<file path="src/rtl/ysyx_22050854_mdu_pkg.sv">
// Shared opcode, state and signedness definitions for the multiply/divide unit.
package ysyx_22050854_mdu_pkg;

    localparam int MDU_XLEN = 64;

    localparam logic [2:0] MDU_MUL    = 3'd0;
    localparam logic [2:0] MDU_MULH   = 3'd1;
    localparam logic [2:0] MDU_MULHSU = 3'd2;
    localparam logic [2:0] MDU_MULHU  = 3'd3;
    localparam logic [2:0] MDU_DIV    = 3'd4;
    localparam logic [2:0] MDU_DIVU   = 3'd5;
    localparam logic [2:0] MDU_REM    = 3'd6;
    localparam logic [2:0] MDU_REMU   = 3'd7;

    typedef enum logic [1:0] {
        IDLE = 2'd0,
        BUSY = 2'd1,
        DONE = 2'd2
    } mdu_state_e;

    // rs1 is treated as signed for every op except MULHU, DIVU, REMU
    function automatic logic src1_signed(input logic [2:0] f3);
        return (f3 == MDU_MUL) || (f3 == MDU_MULH) || (f3 == MDU_MULHSU) ||
               (f3 == MDU_DIV) || (f3 == MDU_REM);
    endfunction

    // rs2 is signed only for MUL, MULH, DIV, REM
    function automatic logic src2_signed(input logic [2:0] f3);
        return (f3 == MDU_MUL) || (f3 == MDU_MULH) ||
               (f3 == MDU_DIV) || (f3 == MDU_REM);
    endfunction

endpackage

</file>
<file path="src/rtl/ysyx_22050854_div_step.sv">
// One restoring-division step: trial-subtract the divisor from the shifted
// partial remainder and keep the difference only when it does not go negative.
module ysyx_22050854_div_step #(
    parameter int XLEN = 64
) (
    input  logic [XLEN:0]   part_rem,
    input  logic [XLEN-1:0] divisor,
    output logic [XLEN-1:0] next_rem,
    output logic            q_bit
);

    logic [XLEN:0] diff;

    // partial remainder is always below 2*divisor, so the sign bit of the
    // (XLEN+1)-bit difference decides the quotient bit
    always_comb begin
        diff     = part_rem - {1'b0, divisor};
        q_bit    = ~diff[XLEN];
        next_rem = q_bit ? diff[XLEN-1:0] : part_rem[XLEN-1:0];
    end

endmodule

</file>
<file path="src/rtl/ysyx_22050854_mdu.sv">
// Iterative RV64M multiply/divide unit: radix-2 shift-add multiply and
// restoring divide on operand magnitudes, sign fix in the last iteration.
//
// state | meaning
// IDLE  | waiting for an op, in_ready=1
// BUSY  | iterating, one product/quotient bit per clock
// DONE  | result held with out_valid=1 until out_ready
module ysyx_22050854_mdu
    import ysyx_22050854_mdu_pkg::*;
#(
    parameter int XLEN = MDU_XLEN
) (
    input  logic            clk,
    input  logic            rst_n,
    input  logic            flush,
    input  logic            in_valid,
    output logic            in_ready,
    input  logic [3:0]      mdu_op,
    input  logic [XLEN-1:0] alu_src1,
    input  logic [XLEN-1:0] alu_src2,
    output logic            out_valid,
    input  logic            out_ready,
    output logic [XLEN-1:0] result
);

    localparam int W  = XLEN / 2;
    localparam int CW = $clog2(XLEN);

    function automatic logic [XLEN-1:0] sext_w(input logic [W-1:0] v);
        return {{(XLEN-W){v[W-1]}}, v};
    endfunction

    mdu_state_e        state, state_nxt;
    logic              word_q, neg_q_q, neg_r_q;
    logic [2:0]        f3_q;
    logic [XLEN-1:0]   opnd_q;
    logic [2*XLEN-1:0] acc_q;
    logic [CW-1:0]     cnt_q;
    logic [XLEN-1:0]   result_q;

    logic              accept, word_in, a_sgn, b_sgn, a_neg, b_neg;
    logic              div_zero, div_ovf, special;
    logic [2:0]        f3_in;
    logic [XLEN-1:0]   a_ext, b_ext, a_mag, b_mag, spec_raw, special_res, opnd_init;
    logic [2*XLEN-1:0] acc_init;

    // decode the incoming op; MULHW-style encodings fold onto MULW
    always_comb begin
        word_in = mdu_op[3];
        f3_in   = mdu_op[2:0];
        if (word_in && (f3_in == MDU_MULH || f3_in == MDU_MULHSU || f3_in == MDU_MULHU))
            f3_in = MDU_MUL;
        a_sgn = src1_signed(f3_in);
        b_sgn = src2_signed(f3_in);
        a_ext = word_in ? (a_sgn ? sext_w(alu_src1[W-1:0]) : {{(XLEN-W){1'b0}}, alu_src1[W-1:0]})
                        : alu_src1;
        b_ext = word_in ? (b_sgn ? sext_w(alu_src2[W-1:0]) : {{(XLEN-W){1'b0}}, alu_src2[W-1:0]})
                        : alu_src2;
        a_neg = a_sgn & a_ext[XLEN-1];
        b_neg = b_sgn & b_ext[XLEN-1];
        a_mag = a_neg ? -a_ext : a_ext;
        b_mag = b_neg ? -b_ext : b_ext;

        div_zero = f3_in[2] && (b_ext == '0);
        div_ovf  = f3_in[2] && a_sgn && (b_ext == '1) &&
                   (a_ext == (word_in ? sext_w({1'b1, {(W-1){1'b0}}}) : {1'b1, {(XLEN-1){1'b0}}}));
        special  = div_zero | div_ovf;
        if (!f3_in[1]) spec_raw = div_zero ? '1 : a_ext;
        else           spec_raw = div_zero ? a_ext : '0;
        special_res = word_in ? sext_w(spec_raw[W-1:0]) : spec_raw;

        // word divides park the dividend in the upper half so W shifts suffice
        if (f3_in[2]) begin
            acc_init  = {{XLEN{1'b0}}, (word_in ? {a_mag[W-1:0], {W{1'b0}}} : a_mag)};
            opnd_init = b_mag;
        end else begin
            acc_init  = {{XLEN{1'b0}}, b_mag};
            opnd_init = a_mag;
        end
        accept = in_valid && (state == IDLE) && !flush;
    end

    logic [XLEN:0]     mul_sum;
    logic [XLEN-1:0]   step_rem;
    logic              step_q;
    logic [2*XLEN-1:0] acc_nxt, prod_fix;
    logic [XLEN-1:0]   mul_lo, quo_fix, rem_fix, raw_res, final_res;

    ysyx_22050854_div_step #(.XLEN(XLEN)) u_div_step (
        .part_rem (acc_q[2*XLEN-1:XLEN-1]),
        .divisor  (opnd_q),
        .next_rem (step_rem),
        .q_bit    (step_q)
    );

    // one iteration, plus the signed result it would produce if it is the last
    always_comb begin
        mul_sum = {1'b0, acc_q[2*XLEN-1:XLEN]} + (acc_q[0] ? {1'b0, opnd_q} : '0);
        if (f3_q[2]) acc_nxt = {step_rem, acc_q[XLEN-2:0], step_q};
        else         acc_nxt = {mul_sum, acc_q[XLEN-1:1]};

        prod_fix = neg_q_q ? -acc_nxt : acc_nxt;
        quo_fix  = neg_q_q ? -acc_nxt[XLEN-1:0] : acc_nxt[XLEN-1:0];
        rem_fix  = neg_r_q ? -acc_nxt[2*XLEN-1:XLEN] : acc_nxt[2*XLEN-1:XLEN];
        // word products finish shifted left by W, so the low word sits above bit W
        mul_lo   = word_q ? (prod_fix[XLEN-1:0] >> W) : prod_fix[XLEN-1:0];
        case (f3_q)
            MDU_MUL:                          raw_res = mul_lo;
            MDU_MULH, MDU_MULHSU, MDU_MULHU:  raw_res = prod_fix[2*XLEN-1:XLEN];
            MDU_DIV, MDU_DIVU:                raw_res = quo_fix;
            default:                          raw_res = rem_fix;
        endcase
        final_res = word_q ? sext_w(raw_res[W-1:0]) : raw_res;
    end

    // state register
    always_ff @(posedge clk or negedge rst_n) begin
        if (!rst_n) state <= IDLE;
        else        state <= state_nxt;
    end

    // next state and handshake outputs; flush overrides everything
    always_comb begin
        state_nxt = state;
        in_ready  = (state == IDLE);
        out_valid = (state == DONE);
        case (state)
            IDLE:    if (accept) state_nxt = special ? DONE : BUSY;
            BUSY:    if (cnt_q == '0) state_nxt = DONE;
            DONE:    if (out_ready) state_nxt = IDLE;
            default: state_nxt = IDLE;
        endcase
        if (flush) state_nxt = IDLE;
    end

    // operand latch at accept, iteration down-counter, result capture
    always_ff @(posedge clk or negedge rst_n) begin
        if (!rst_n) begin
            word_q   <= 1'b0;
            f3_q     <= MDU_MUL;
            neg_q_q  <= 1'b0;
            neg_r_q  <= 1'b0;
            opnd_q   <= '0;
            acc_q    <= '0;
            cnt_q    <= '0;
            result_q <= '0;
        end else if (accept) begin
            word_q   <= word_in;
            f3_q     <= f3_in;
            neg_q_q  <= a_neg ^ b_neg;
            neg_r_q  <= a_neg;
            opnd_q   <= opnd_init;
            acc_q    <= acc_init;
            cnt_q    <= word_in ? CW'(W - 1) : CW'(XLEN - 1);
            if (special) result_q <= special_res;
        end else if (state == BUSY && !flush) begin
            acc_q <= acc_nxt;
            if (cnt_q != '0) cnt_q <= cnt_q - 1'b1;
            else             result_q <= final_res;
        end
    end

    assign result = result_q;

endmodule
</file>
<file path="config.mk">
export PLATFORM = sky130hd
export DESIGN_NAME = ysyx_22050854_mdu
export DESIGN_NICKNAME = d
export VERILOG_FILES = /design/src/rtl/ysyx_22050854_mdu_pkg.sv /design/src/rtl/ysyx_22050854_div_step.sv /design/src/rtl/ysyx_22050854_mdu.sv
export SDC_FILE = /design/constraint.sdc
export NUM_CORES = 2
export LEC_CHECK = 0
export CAP_MARGIN = 20
export CORE_MARGIN = 2
export CORE_UTILIZATION = 47
export CTS_CLUSTER_DIAMETER = 30
export DETAILED_ROUTE_END_ITERATION = 6
export HOLD_SLACK_MARGIN = 0.05
export PLACE_DENSITY = 0.65
export SLEW_MARGIN = 20
export SYNTH_ARGS = -nofsm -noshare
export SYNTH_HDL_FRONTEND = slang
export SYNTH_HIERARCHICAL = 1
export SYNTH_SLANG_ARGS = --single-unit
</file>
<file path="constraint.sdc">
create_clock -name clk -period 13.13 [get_ports clk]
set_input_delay 1.313 -clock clk [delete_from_list [all_inputs] [get_ports clk]]
set_output_delay 1.313 -clock clk [all_outputs]
set_load 0.03 [all_outputs]
</file>
==> flow_summary.ini <==
[placement]
place_ws_ns = 4.388
place_hpwl_um = 156200
placed_cells = 6063
gp_congestion = 1.086
port-buffer-count = 202

[power]
p_leak_nw = 16.46
combPwrFrac = 0.686
power.switching_fraction = 0.5469
p_sw_mw = 6.131
power_frac_clock = 0.188
p_per_area_mw_per_mm2 = 268.4
peakVddDrop_mv = 0.1202
total_power_mw = 11.21
p_int_mw = 5.079
p_seq_frac = 0.127

[die]
core_area_mm2 = 0.07708
ios = 203
chipHeight_um = 282.5
die_w_um = 282.5
rows = 102
die-area_mm2 = 0.07980
start_util = 0.4729

[worst_setup_path]
path_max_fanout = 38
worstPathArrival_ns = 9.74
cp_data_required_time_ns = 13.66
start_kind = flip-flop
end_kind = flip-flop
critPathKind = reg -> reg

[cts]
cts-hold-fix-buffers = 0
cts_tree = done
clkSinkCount = 270
h-tree-depth = 3
cts_root_buf = clkbuf_16
post_cts_buffers = 0
clock_path_buffers = 3
clk_pin_slew_ns = 0.06
worstSkewPairLatency_ns = 0.66
cts_resized = 0
cts_made_buffers = 91

[synthesis]
synthArstFlopShare = 1.000
ys_seq_area_frac = 0.1854
synth_cell_types = 112
synth_edf_count = 0
synth_nets = 5390
yosysMostFrequentCell = nand2_1
yosys.area.top_type = dfrtp_1
synth_seq_cells = 270
yosys-top-cells-count = nand2_1, a21oi_1, nor2_1
syn_inst = 5116
avgSynthCellArea_um2 = 7.125
ys.flop_type = dfrtp_1
netlist_area_mm2 = 0.03645
synth_top_area_frac = 0.1854
synthTopCellsByArea = dfrtp_1, a21oi_1, o21ai_0
ys.warnings.count = 6

[run]
cap_viol_max_count = 0

[sta]
fin_crit_sh = 0.7015
hold_ws_ns = 0.4907
setup_tns_ns = 0
max_slew.worst_pin.slew_ns = 1.364
worst_slack_ns = 3.919
finalSetupViolations = 0
relSlewSlack = 0.09073
slew_viol_final = 0
finalHoldViolCount = 0
rsz0062_at_grt = false
fin_skew_ns = 0.03711
clock.fmax_mhz = 108.6
period_needed_ns = 9.211

[detailed_routing]
wl_per_cell_um = 32.05
vias = 43690
postRouteAntennaNets = 0
drc = 0
detail_route.first_pass.iterations = 7
drtIter0Drc = 6275
routed_wl_um = 199700
viasPerCell = 7.010

[min_path]
hp-class = reg -> reg

[global_route]
grt_first_pass_wirelength_um = 283400
overflow = 0
grt_max_degree = 119
first_global_vias = 40030
grtUsageTotal = 0.4877
antenna_found_initial = 18

[cells_and_area]
area_delta_synth_final_pct = 14.59
nets = 5391
drive_gt1_frac = 0.08039
stdcell_count = 6233

[run_status]
status = complete, no violations
## power by group through the flow
stage / sequential [mW] / combinational, mW / clock [mW]
4_1_cts: 1.40 / 7.31 / 2.11
5_1_grt: 1.44 / 7.99 / 2.16
3_3_place_gp: 1.40 / 7.29 / 0
3_5_place_dp: 1.41 / 7.26 / 0
2_1_floorplan: 1.25 / 4.98 / 0
6_report: 1.42 / 7.68 / 2.11
## per-stage QoR
stage	util	cell area, um2
final	0.5419	41770
after global routing	0.5417	41760
after CTS	0.5412	41720
after detailed placement	0.5025	38730
after global placement	0.5022	38710
after floorplan	-	36450
## cell usage in the layout, fill, tap and decap left out, types with 36 or more instances in the layout
master           Yosys  routed
buf_4               11      66
dfrtp_1            270     268
xor2_1             151     151
ha_1               135     135
xnor2_1            182     180
nand4_1            107     107
inv_1              128     128
clkdlybuf4s50_1      0     199
or3_1               59      59
o21ai_0            463     460
o211ai_1            73      73
o31ai_1             55      54
nor3_1             152     151
a211oi_1            53      52
nand2_1            584     583
clkbuf_16            0      91
nor2_1             496     493
mux2i_1             99      99
o21a_1              41      41
a21oi_1            517     517
a31oi_1             57      57
nor4_1              62      62
nand3_1             94      94
a22o_1              36      36
o22ai_1             39      39
mux2_4              56      56
and2_1              99      98
a21o_1              56      56
## state kept, by name, indices dropped and copies added (netlist names)
signal,cells
cnt_q,6
neg_r_q,1
neg_q_q,1
result,64
acc_q,128
state,2
f3_q,3
word_q,1
opnd_q,64
## metal layers
layer | global-route usage | routed length (um)
met5 | 0 | 62
met4 | 0.3705 | 17830
met3 | 0.1530 | 24490
met2 | 0.7020 | 81630
met1 | 0.6058 | 75750
## path summary, 6_finish.rpt
path	from	end	slack (ns)	cells past startpoint
max in group asynchronous	rst_n	opnd_q[48]	10.24	3
min in group asynchronous	rst_n	acc_q[12]	0.73	1
worst min register to register	result[14]	result[14]	0.49	1
worst min-delay path	result[14]	result[14]	0.49	1
worst max-delay path	acc_q[63]	result[56]	3.92	22
worst max register to register	acc_q[63]	result[56]	3.92	22
## layout make-up
cell class	count	area, um2
fill	7613	35310
multi-input combinational	4352	27670
sequential	270	6764
clock buffer	132	2661
timing repair buffer	269	2532
tap	1040	1301
inverter	133	500.5
clock inverter	31	329.1
antenna	6	15.01
## worst max-delay path: stages (launching register included)
cell and delay [ns]:
dfrtp_1 0.39, inv_1 0.08, ha_1 0.23, fa_1 0.42, nor2b_1 0.19, o31a_1 0.29, a21oi_1 0.17, o31ai_2 0.34
a21oi_1 0.29, o21ai_1 0.60, a21oi_2 0.19, xnor2_4 0.67, buf_4 0.71, mux2_4 0.36, o211ai_1 0.78, o2111a_1 0.35
and3_1 0.34, nor3b_1 0.85, nand4_1 0.66, o41ai_2 0.50, xnor2_1 0.10, a222oi_1 0.40, a21oi_1 0.12
## cells by family after synthesis
logic type      Yosys count  share of synthesized area
compound gates         1769                     0.3099
fa+ha+maj               137                    0.04744
buf+inv                 494                    0.05821
simple gates           1922                     0.2573
xor+xnor                334                    0.08076
flops                   270                     0.1854
mux                     190                    0.06106
No activity file was read; power rests on OpenSTA's default activity.
